## src/rtl/reg_file_4x32_wq.sv

```systemverilog
// 4-entry register file behind a posted-write FIFO; an accepted write is readable (forwarded) next cycle and commits one edge after that when hold=0.
// wr_ready = !full, depends only on queue occupancy; hold only stalls commits. Optional RF_ZERO_REG_EN hardwires register 0 to zero.
module reg_file_4x32_wq #(
  parameter int               WIDTH     = 32,
  parameter int               QDEPTH    = 2,
  parameter logic [WIDTH-1:0] RESET_VAL = '0
) (
  input  logic                     clk,
  input  logic                     reset,
  input  logic                     wr_valid,
  output logic                     wr_ready,
  input  logic [1:0]               wr_addr,
  input  logic [WIDTH-1:0]         wr_data,
  input  logic                     hold,
  input  logic [1:0]               rd_addr_a,
  output logic [WIDTH-1:0]         rd_data_a,
  input  logic [1:0]               rd_addr_b,
  output logic [WIDTH-1:0]         rd_data_b,
  output logic [WIDTH-1:0]         q0,
  output logic [WIDTH-1:0]         q1,
  output logic [WIDTH-1:0]         q2,
  output logic [WIDTH-1:0]         q3,
  output logic [3:0]               pend,
  output logic [$clog2(QDEPTH):0]  q_count
);

  localparam int PW = $clog2(QDEPTH);
  localparam int CW = PW + 1;
`ifdef RF_ZERO_REG_EN
  localparam bit ZeroReg = 1'b1;
`else
  localparam bit ZeroReg = 1'b0;
`endif

  logic [WIDTH-1:0] regs  [4];
  logic [1:0]       qAddr [QDEPTH];
  logic [WIDTH-1:0] qData [QDEPTH];
  logic [PW-1:0]    headPtr;
  logic [PW-1:0]    tailPtr;
  logic [CW-1:0]    count;
  logic             doPush;
  logic             doPop;
  logic             commitEn;
  logic [WIDTH-1:0] rdA;
  logic [WIDTH-1:0] rdB;
  logic [3:0]       pendV;

  assign wr_ready = (count != CW'(QDEPTH));
  assign doPush   = wr_valid & wr_ready;
  assign doPop    = !hold && (count != '0);
  // Writes to a hardwired-zero register still pop; they just never land.
  assign commitEn = doPop && !(ZeroReg && (qAddr[headPtr] == 2'd0));

  always_ff @(posedge clk) begin
    if (!reset) begin
      for (int i = 0; i < 4; i++) regs[i] <= RESET_VAL;
      headPtr <= '0;
      tailPtr <= '0;
      count   <= '0;
    end else begin
      if (doPush) begin
        qAddr[tailPtr] <= wr_addr;
        qData[tailPtr] <= wr_data;
        tailPtr        <= tailPtr + PW'(1);
      end
      if (commitEn) regs[qAddr[headPtr]] <= qData[headPtr];
      if (doPop)    headPtr <= headPtr + PW'(1);
      if (doPush && !doPop)      count <= count + CW'(1);
      else if (!doPush && doPop) count <= count - CW'(1);
    end
  end

  // Walk entries oldest to youngest so the youngest match overrides.
  always_comb begin
    rdA   = regs[rd_addr_a];
    rdB   = regs[rd_addr_b];
    pendV = '0;
    for (int i = 0; i < QDEPTH; i++) begin
      if (CW'(i) < count) begin
        if (!(ZeroReg && (qAddr[headPtr + PW'(i)] == 2'd0))) begin
          if (qAddr[headPtr + PW'(i)] == rd_addr_a) rdA = qData[headPtr + PW'(i)];
          if (qAddr[headPtr + PW'(i)] == rd_addr_b) rdB = qData[headPtr + PW'(i)];
          pendV[qAddr[headPtr + PW'(i)]] = 1'b1;
        end
      end
    end
    if (ZeroReg && (rd_addr_a == 2'd0)) rdA = '0;
    if (ZeroReg && (rd_addr_b == 2'd0)) rdB = '0;
  end

  assign rd_data_a = rdA;
  assign rd_data_b = rdB;
  assign pend      = pendV;
  assign q_count   = count;
  assign q0        = ZeroReg ? '0 : regs[0];
  assign q1        = regs[1];
  assign q2        = regs[2];
  assign q3        = regs[3];

endmodule
```

## config.mk

```make
export PLATFORM = sky130hd
export DESIGN_NAME = reg_file_4x32_wq
export DESIGN_NICKNAME = d
export VERILOG_FILES = /design/src/rtl/reg_file_4x32_wq.sv
export SDC_FILE = /design/constraint.sdc
export NUM_CORES = 1
export LEC_CHECK = 0
export CAP_MARGIN = 30
export CORE_ASPECT_RATIO = 1.25
export CORE_MARGIN = 2
export CORE_UTILIZATION = 42
export CTS_BUF_LIST = sky130_fd_sc_hd__clkbuf_8 sky130_fd_sc_hd__clkbuf_16
export DETAILED_ROUTE_END_ITERATION = 8
export GPL_TIMING_DRIVEN = 0
export PLACE_DENSITY = 0.68
export REMOVE_ABC_BUFFERS = 1
export SLEW_MARGIN = 20
export SYNTH_ARGS = -nofsm -noshare
export SYNTH_HDL_FRONTEND = slang
export SYNTH_SLANG_ARGS = --single-unit
export TNS_END_PERCENT = 20
```

## constraint.sdc

```tcl
create_clock -name clk -period 4.17 [get_ports clk]
set_clock_uncertainty 0.05 [all_clocks]
set_input_delay 0.417 -clock clk [delete_from_list [all_inputs] [get_ports clk]]
set_output_delay 0.417 -clock clk [all_outputs]
set_load 0.02 [all_outputs]
```

==> results.md <==
* Max Freq at 0.245 GHz
* Number of enable flip-flop cells after synthesis at 196
* VDD IR-drop max at 0.585 mV
* Crit path launch type: register
* Clock latency on the worst-skew pair at 0.50 ns
* Initial antenna violation count at 1
* Slew @ Worst Pin at 0.968 ns
* Critical path's most frequent cell: buf_16
* Critical path type: register to primary output
* Num ports at 241
* Total Power at 8230 uW
* DR pass1 iterations at 5
* Mapped cell area at 0.0110 mm^2
* Synth Warn # at 0
* Num rows at 66
* Vias at 9132
* Residual DRC at 0
* Minimum clock period at 4.08 ns
* Total of max-cap violations at 0
* Commonest non-fill, non-tap cell in the layout: clkdlybuf4s50_1
* Die H at 185 um
* Largest net degree at the start of global routing at 65
* Vias/cell at 6.34
* Area delta synth->final at 36.9%
* Register area share after synthesis at 54.4%
* Avg Inst Size Synth at 12.7 um^2
* CTS root buffer: clkbuf_16
* Setup Viol. Count Final at 0
* Cts bufs inserted at 21
* CTS clk-pin slew, worst paths at 0.07 ns
* CP Buf/Inv Count at 3
* GRT met1 Usage at 34.0%
* Vias in the first global route at 9176
* GRT Max-Usage Layer: met2
* Starting Density at 42.5%
* R2R depth at 7
* Final Max Slew Viols at 0
* Die X at 149 um
* 1st-iter DRT viols at 940
* Sequential cell area at 0.00599 mm^2
* Unique masters post-synth at 36
* Critical Path Stages at 7
* CP Capture Point: rd_data_a[27]
* Number of port buffers at 240
* Ys async rst share at 0%
* CTS tree: yes
* Mapped Cells at 869
* Share of cells above drive strength 1 at 18.4%
* Total GRT Usage at 26.5%
* Commonest cells after routing, fill and taps aside: clkdlybuf4s50_1, edfxtp_1, nor2_1, mux4_2
* CTS sink cnt at 201
* GP Congestion at 0.816
* Max incr delay on CP at 0.69 ns
* Met3 usage at 4.33%
* Pleak at 0.00523 uW
* CP delay by family, top: buffers and inverters
* Status: completed
* Hold Vio Cnt, Final at 0
* Wirelength per Cell at 25.8 um
* Grt ovf at 0
* R2r setup slk at 0.52 ns
* Pwr Density at 546 mW/mm^2
* Critical-path maximum fanout at 29
* Critical Path RT at 3.70 ns
* Post-DRT Antenna Nets at 0
* Area of the multi-input gates at 0.00480 mm^2
* Htree depth at 1
* Nets at 1132
* Met2 Usage GRT at 45.4%
* Worst reg2reg startpoint: q_count[1]
* First-pass GRT wire length at 54.3 mm
* Final setup TNS at 0 ns
* Slowest stage cell, crit path: clkdlybuf4s50_1
* Final worst path period share at 97.7%
* Die area at 0.0275 mm^2
* Core ar. at 0.0259 mm^2
* Crit path cell chain: mux2i_4, xor2_4, buf_16, buf_16, a21oi_1, o31ai_1, clkdlybuf4s50_1
* Fill cells at 2086
* Hold Path Class: primary input to register
* Post-Route WL at 37.2 mm
* Worst slew margin at 35.1%
* Flops & latches, synth at 201
* RSZ-0062 raised after global routing: true
* Max clock buf depth at 3
* Critical R2R Capture: regs[1][28]
* HPWL Detailed at 25.5 mm
* Arrival time worst endpoint at 3.61 ns
* Synth Flop Type: edfxtp_1
* Worst Setup End Kind: primary output
[stage by stage]
| step | std cells | area, um^2 | hold WS, ns | util (%) | setup slack (ns) |
|---|---|---|---|---|---|
| after floorplan | 778 | 10600 | 0.466 | - | -1.02 |
| after global placement | 1358 | 13500 | 0.542 | 51.9 | -4.66 |
| after detailed placement | 1396 | 14300 | 0.565 | 55.1 | -0.104 |
| after CTS | 1436 | 15000 | 0.441 | 57.9 | 0.0170 |
| after global routing | 1441 | 15100 | 0.455 | 58.1 | -0.0381 |
| final | 1441 | 15100 | 0.456 | 58.1 | 0.0945 |
[per-layer routing]
layer	wire length [um]	share of wire [%]
met4	1160	3.1
met3	3880	10
met1	13500	36
met2	18700	50
met5	0	0
[power breakdown]
part	internal, uW	total [uW]	switching, uW
combinational	1610	3760	2150
clock	1070	1840	767
sequential	2450	2630	181
total	5130	8230	3090
[worst register-to-register path, cell delays in order, from the launching register on]
cell and delay [ns]:
dfxtp_1 0.44, inv_1 0.15, ha_1 0.33, nor2_1 0.30, nand2_2 0.38, buf_16 0.33
or3_2 0.68, nand2_4 0.59
[cell usage after synthesis, drive strengths merged (9+ instances only)]
cell    count  share of area (%)
edfxtp    196                 53
nor2      134                4.6
clkbuf     65                2.2
mux4       64                 13
mux2i      37                3.6
mux2       34                3.5
nand4      34                1.9
o21ai      34                1.5
or3        34                1.9
and3       33                1.9
a31oi      32                1.8
nor4       32                1.8
o31ai      32                2.2
a21oi      31                1.4
buf        26                1.2
nand2       9               0.31
[registers in the layout, indices dropped and copies added (netlist names), named ones only]
register / count
tailPtr: 1
q_count: 2
regs: 128
headPtr: 1
qData: 64
qAddr: 4
[worst min-delay path by stage]
stage / start / endpoint / slack, ns / depth (start not counted)
after floorplan: wr_addr[0] / qAddr[0][0] / 0.47 / 0
after global placement: tailPtr / tailPtr / 0.54 / 2
after detailed placement: q_count[0] / q_count[0] / 0.57 / 2
after CTS: wr_data[16] / qData[0][16] / 0.44 / 1
after global routing: wr_data[6] / qData[1][6] / 0.46 / 1
final: wr_data[6] / qData[1][6] / 0.46 / 1
[timing repair]
item | 4_1_cts | 5_1_grt
hold endpoints to repair | 0 | 0
buffers inserted | 3 | 4
endpoints found under the setup margin | 64 | 26
hold buffers | 0 | 0
gates resized for setup | 6 | 3
[final cells by class]
cell class                      instances  share of cell area (%)
Sequential cell                       201                    39.8
Multi-Input combinational cell        571                    31.8
Timing Repair Buffer                  285                    21.0
Clock buffer                           23                    3.67
Tap cell                              340                    2.82
Clock inverter                         14                   0.730
Inverter                                6                   0.149
Antenna cell                            1                  0.0166
[cell families (layout without fill, tap and decap cells)]
group	Yosys count	in the layout	synth area share, %
and+or+nand+nor	287	287	13.1
other	0	1	0
DFF	201	201	54.4
muxes	135	135	20.2
buffers and inverters	97	328	3.66
adders and majority gates	4	4	0.455
AOI/OAI and AO/OA	134	134	7.32
xor gates and xnor gates	11	11	0.943
No activity file was read; power rests on OpenSTA's default activity.
